<file path="src/rtl/wb_cache_pkg.sv">
// Shared types for the write-back cache controller: FSM states and datapath mux selects.
package wb_cache_pkg;

  typedef enum logic [1:0] {
    IDLE  = 2'd0,
    CHECK = 2'd1,
    WBACK = 2'd2,
    FILL  = 2'd3
  } state_t;

  typedef enum logic {
    DSEL_CPU  = 1'b0,
    DSEL_PMEM = 1'b1
  } data_sel_t;

  typedef enum logic {
    PSEL_CPU = 1'b0,
    PSEL_WB  = 1'b1
  } paddr_sel_t;

endpackage

</file>
<file path="src/rtl/wb_cache_perf_cnt.sv">
// Saturating event counter: clears on async reset, holds at all-ones once reached.
module wb_cache_perf_cnt #(
  parameter int PERF_W = 32
) (
  input  logic              clk,
  input  logic              rst,
  input  logic              inc,
  output logic [PERF_W-1:0] count
);

  function automatic logic [PERF_W-1:0] sat_inc(input logic [PERF_W-1:0] v);
    logic [PERF_W-1:0] one;
    one = '0;
    one[0] = 1'b1;
    return (v == '1) ? v : v + one;
  endfunction

  always_ff @(posedge clk or posedge rst) begin
    if (rst) begin
      count <= '0;
    end else if (inc) begin
      count <= sat_inc(count);
    end
  end

endmodule

</file>
<file path="src/rtl/wb_cache_ctrl.sv">
// Control FSM for the 8-set direct-mapped write-back cache (IDLE/CHECK/WBACK/FILL).
// Performance counters are built only when WB_CACHE_PERF_EN is defined.
module wb_cache_ctrl
  import wb_cache_pkg::*;
#(
  parameter int PERF_W = 32
) (
  input  logic              clk,
  input  logic              rst,
  input  logic              cpu_read,
  input  logic              cpu_write,
  output logic              cpu_resp,
  input  logic              hit,
  input  logic              dirty,
  output logic              tag_load,
  output logic              valid_load,
  output logic              dirty_load,
  output logic              dirty_in,
  output logic              data_load,
  output data_sel_t         data_sel,
  output paddr_sel_t        paddr_sel,
  output logic              pmem_read,
  output logic              pmem_write,
  input  logic              pmem_resp,
  output logic [PERF_W-1:0] perf_hits,
  output logic [PERF_W-1:0] perf_misses,
  output logic [PERF_W-1:0] perf_wbacks
);

  state_t state;
  logic   req;

  assign req = cpu_read | cpu_write;

  always_ff @(posedge clk or posedge rst) begin
    if (rst) begin
      state <= IDLE;
    end else begin
      unique case (state)
        IDLE:    if (req) state <= CHECK;
        CHECK: begin
          if (!req || hit) state <= IDLE;
          else if (dirty)  state <= WBACK;
          else             state <= FILL;
        end
        WBACK:   if (pmem_resp) state <= FILL;
        FILL:    if (pmem_resp) state <= CHECK;
        default: state <= IDLE;
      endcase
    end
  end

  // The hit decision must land in the same cycle as CHECK, so outputs decode state and inputs.
  always_comb begin
    cpu_resp   = 1'b0;
    tag_load   = 1'b0;
    valid_load = 1'b0;
    dirty_load = 1'b0;
    dirty_in   = 1'b0;
    data_load  = 1'b0;
    data_sel   = DSEL_CPU;
    paddr_sel  = PSEL_CPU;
    pmem_read  = 1'b0;
    pmem_write = 1'b0;
    unique case (state)
      CHECK: begin
        if (req && hit) begin
          cpu_resp = 1'b1;
          // A simultaneous read and write is serviced as a write.
          if (cpu_write) begin
            data_load  = 1'b1;
            dirty_load = 1'b1;
            dirty_in   = 1'b1;
          end
        end
      end
      WBACK: begin
        pmem_write = 1'b1;
        paddr_sel  = PSEL_WB;
        if (pmem_resp) begin
          dirty_load = 1'b1;
        end
      end
      FILL: begin
        pmem_read = 1'b1;
        if (pmem_resp) begin
          data_load  = 1'b1;
          data_sel   = DSEL_PMEM;
          tag_load   = 1'b1;
          valid_load = 1'b1;
          dirty_load = 1'b1;
        end
      end
      default: ;
    endcase
  end

`ifdef WB_CACHE_PERF_EN
  logic hit_inc;
  logic miss_inc;
  logic wb_inc;

  assign hit_inc  = (state == CHECK) && req && hit;
  assign miss_inc = (state == CHECK) && req && !hit;
  assign wb_inc   = (state == WBACK) && pmem_resp;

  wb_cache_perf_cnt #(.PERF_W(PERF_W)) u_hits (
    .clk(clk), .rst(rst), .inc(hit_inc), .count(perf_hits)
  );
  wb_cache_perf_cnt #(.PERF_W(PERF_W)) u_misses (
    .clk(clk), .rst(rst), .inc(miss_inc), .count(perf_misses)
  );
  wb_cache_perf_cnt #(.PERF_W(PERF_W)) u_wbacks (
    .clk(clk), .rst(rst), .inc(wb_inc), .count(perf_wbacks)
  );
`else
  assign perf_hits   = '0;
  assign perf_misses = '0;
  assign perf_wbacks = '0;
`endif

endmodule

</file>
<file path="config.mk">
export PLATFORM = sky130hd
export DESIGN_NAME = wb_cache_ctrl
export DESIGN_NICKNAME = d
export VERILOG_FILES = /design/src/rtl/wb_cache_pkg.sv /design/src/rtl/wb_cache_perf_cnt.sv /design/src/rtl/wb_cache_ctrl.sv
export SDC_FILE = /design/constraint.sdc
export NUM_CORES = 1
export LEC_CHECK = 0
export BUFFER_PORTS_ARGS = -buffer_cell sky130_fd_sc_hd__clkbuf_2
export CORE_AREA = 2 2 55 57
export DETAILED_ROUTE_END_ITERATION = 12
export DIE_AREA = 0 0 57 59
export GPL_ROUTABILITY_DRIVEN = 0
export PLACE_DENSITY = 0.85
export SKIP_LAST_GASP = 1
export SLEW_MARGIN = 20
export SYNTH_ARGS = -nofsm -noshare
export SYNTH_HDL_FRONTEND = slang
export SYNTH_HIERARCHICAL = 1
export SYNTH_SLANG_ARGS = --single-unit
</file>
<file path="constraint.sdc">
create_clock -name clk -period 2.5 [get_ports clk]
set_clock_uncertainty 0.15 [all_clocks]
set_input_delay 0.25 -clock clk [delete_from_list [all_inputs] [get_ports clk]]
set_output_delay 0.25 -clock clk [all_outputs]
set_load 0.02 [all_outputs]
</file>
==> qor.csv <==
metric;value;unit
cts_tree;done;
crit_top_cell;inv_1;
top_register;state;
nFillCells;300;
clk_path_buf_depth;2;
start_util;0.366;
yosysUniqueCellTypes;21;
netlist_instances;130;
yosys.area.top_type_share;0.749;
largest_reg_flops;2;
clk_latency;220;ps
crit_path_start_kind;flop;
cts_sinks;2;
ys_seq_area_frac;0.0504;
cts-root-buf;clkbuf_4;
post-cts-setup-buffer-count;0;
rsz0062_at_grt;no;
crit_path_cell_trace;inv_1 -> ha_1 -> nand3_1 -> inv_1 -> or2_1 -> clkbuf_2;
num-nets-final;159;
final_max_slew_viol_count;0;
antenna_cells;0;
antenna_found_initial;0;
drc;0;
reg.largest.list;state x2;
overflow;0;
crit_type;flop to output pin;
avgSynthCellArea;7.63;um2
synth-main-ff-cell;dfrtp_1;
status;finished, final reports clean;
fin_tns_setup;0;ps
cts_buffers;3;
post-route-min-period;1870;ps
num_rows;19;
worstPathArrival;1470;ps
stdcell_area;757;um2
ys_seq_elements;2;
core-area;0.00271;mm2
async_flop_share;1.00;
die_width;57;um
powerDensity;620;mW/mm2
drive_gt1_frac;0.144;
dp_hpwl;1120;um
synth_area_leaders;buf_4 (75%), dfrtp_1 (5.0%), ha_1 (5.0%);
wl_per_cell;6.73;um
ios;113;
syn_area;992;um2
grt_max_degree;6;
drtIter0Drc;6;
synth_edf_count;0;
yosysTopAreaCell;buf_4;
max_stage_delay;380;ps
dpl_cell_area;724;um2
grt_pass1_wl;1350;um
die_area;0.00336;mm2
total_power;469;uW
cts_max_level;1;
fmax;0.536;GHz
ant_nets;0;
finalCritPeriodShare;0.746;
hold_buffers;1;
crit_buf_inv;3;
track_usage;0.0568;
dpl_worst_slack;851;ps
crit_slowest_cell;dfrtp_1;
setup_violations;0;
cap_viol_max_count;0;
cts-resized-gates;0;
vias;516;
hold_class;input port to flop;
drt_pass1_iterations;4;
cp_max_fo;4;
portBuffers;16;
total_leakage_power;0.000542;uW
ir_drop;0.000331;V
grt_pass1_vias;338;
cp_top_family;flip-flops;
crit_required;2100;ps
path_clk_slew;30;ps
final_hold_viol_count;0;
routed_via_density;2.92;
die_h;59;um
routed_wl;1190;um
worst_slack;634;ps
critPathCaptureType;output pin;
yosysWarnings;6;
syn_to_final_growth;-23.7;%
-- area by class of cell --
type	instances	area, um2	share of cell area
Tap cell	31	38.8	0.0512
Clock buffer	3	22.5	0.0298
Multi-Input combinational cell	116	526	0.694
Sequential cell	2	50.0	0.0661
Inverter	8	30.0	0.0397
Timing Repair Buffer	17	90.1	0.119
-- cell families after synthesis --
logic type | share of synthesized area
AO/OA/AOI/OAI | 0.0567
adder cells (fa/ha/maj) | 0.0504
buffers and inverters | 0.779
flip-flops | 0.0504
multiplexers | 0.0101
other | 0.00378
AND/OR/NAND/NOR | 0.0492
-- stage by stage --
step,hold WS (ps),util,instances
floorplan,-159,-,225
global placement,-66.5,0.267,173
detailed placement,-60.1,0.267,173
CTS,246,0.279,177
global route,255,0.279,177
finish,239,0.279,177
-- synthesized netlist by cell type, drive strengths merged, types with 2 or more instances --
cell,n
o21ai,2
dfrtp,2
buf,99
ha,4
inv,8
or2,2
-- cell usage in the layout, fill, tap and decap left out, types with 2 or more instances in the layout --
master    netlist  routed
clkbuf_2        0      16
clkbuf_4        0       3
conb_1          1      96
dfrtp_1         2       2
ha_1            4       4
inv_1           8       8
-- final timing paths --
kind	slack (ps)	cells after the start	from	endpoint
max in group asynchronous	1810	3	rst	state[0]$_DFFE_PP0P_
hold reg to reg	480	2	state[1]$_DFFE_PP0P_	state[1]$_DFFE_PP0P_
setup reg to reg	850	5	state[0]$_DFFE_PP0P_	state[1]$_DFFE_PP0P_
hold / removal	240	3	dirty	state[0]$_DFFE_PP0P_
min in group asynchronous	270	3	rst	state[1]$_DFFE_PP0P_
setup / recovery	630	6	state[1]$_DFFE_PP0P_	data_load
-- where the power goes --
part	internal, uW	switching [uW]	total [uW]
Clock	52.8	17.2	70.0
Sequential	45.4	11.2	56.7
Combinational	88.2	254	342
-- routing by layer --
| layer | vias up | wire, um | track usage |
|---|---|---|---|
| li1 | 237 | - | - |
| met2 | 63 | 647 | 0.103 |
| met5 | - | 0 | 0 |
| met4 | 0 | 0 | 0.0299 |
| met3 | 0 | 245 | 0.0415 |
| met1 | 216 | 298 | 0.0439 |
-- worst reg2reg max path: cells and delay by family, from the launching register on --
family	cells	cell delay (ps)
buffers and inverters	1	90
DFF	1	370
AOI/OAI and AO/OA	2	420
and+or+nand+nor	1	260
adders and majority gates	1	270
No activity file was read; power rests on OpenSTA's default activity.
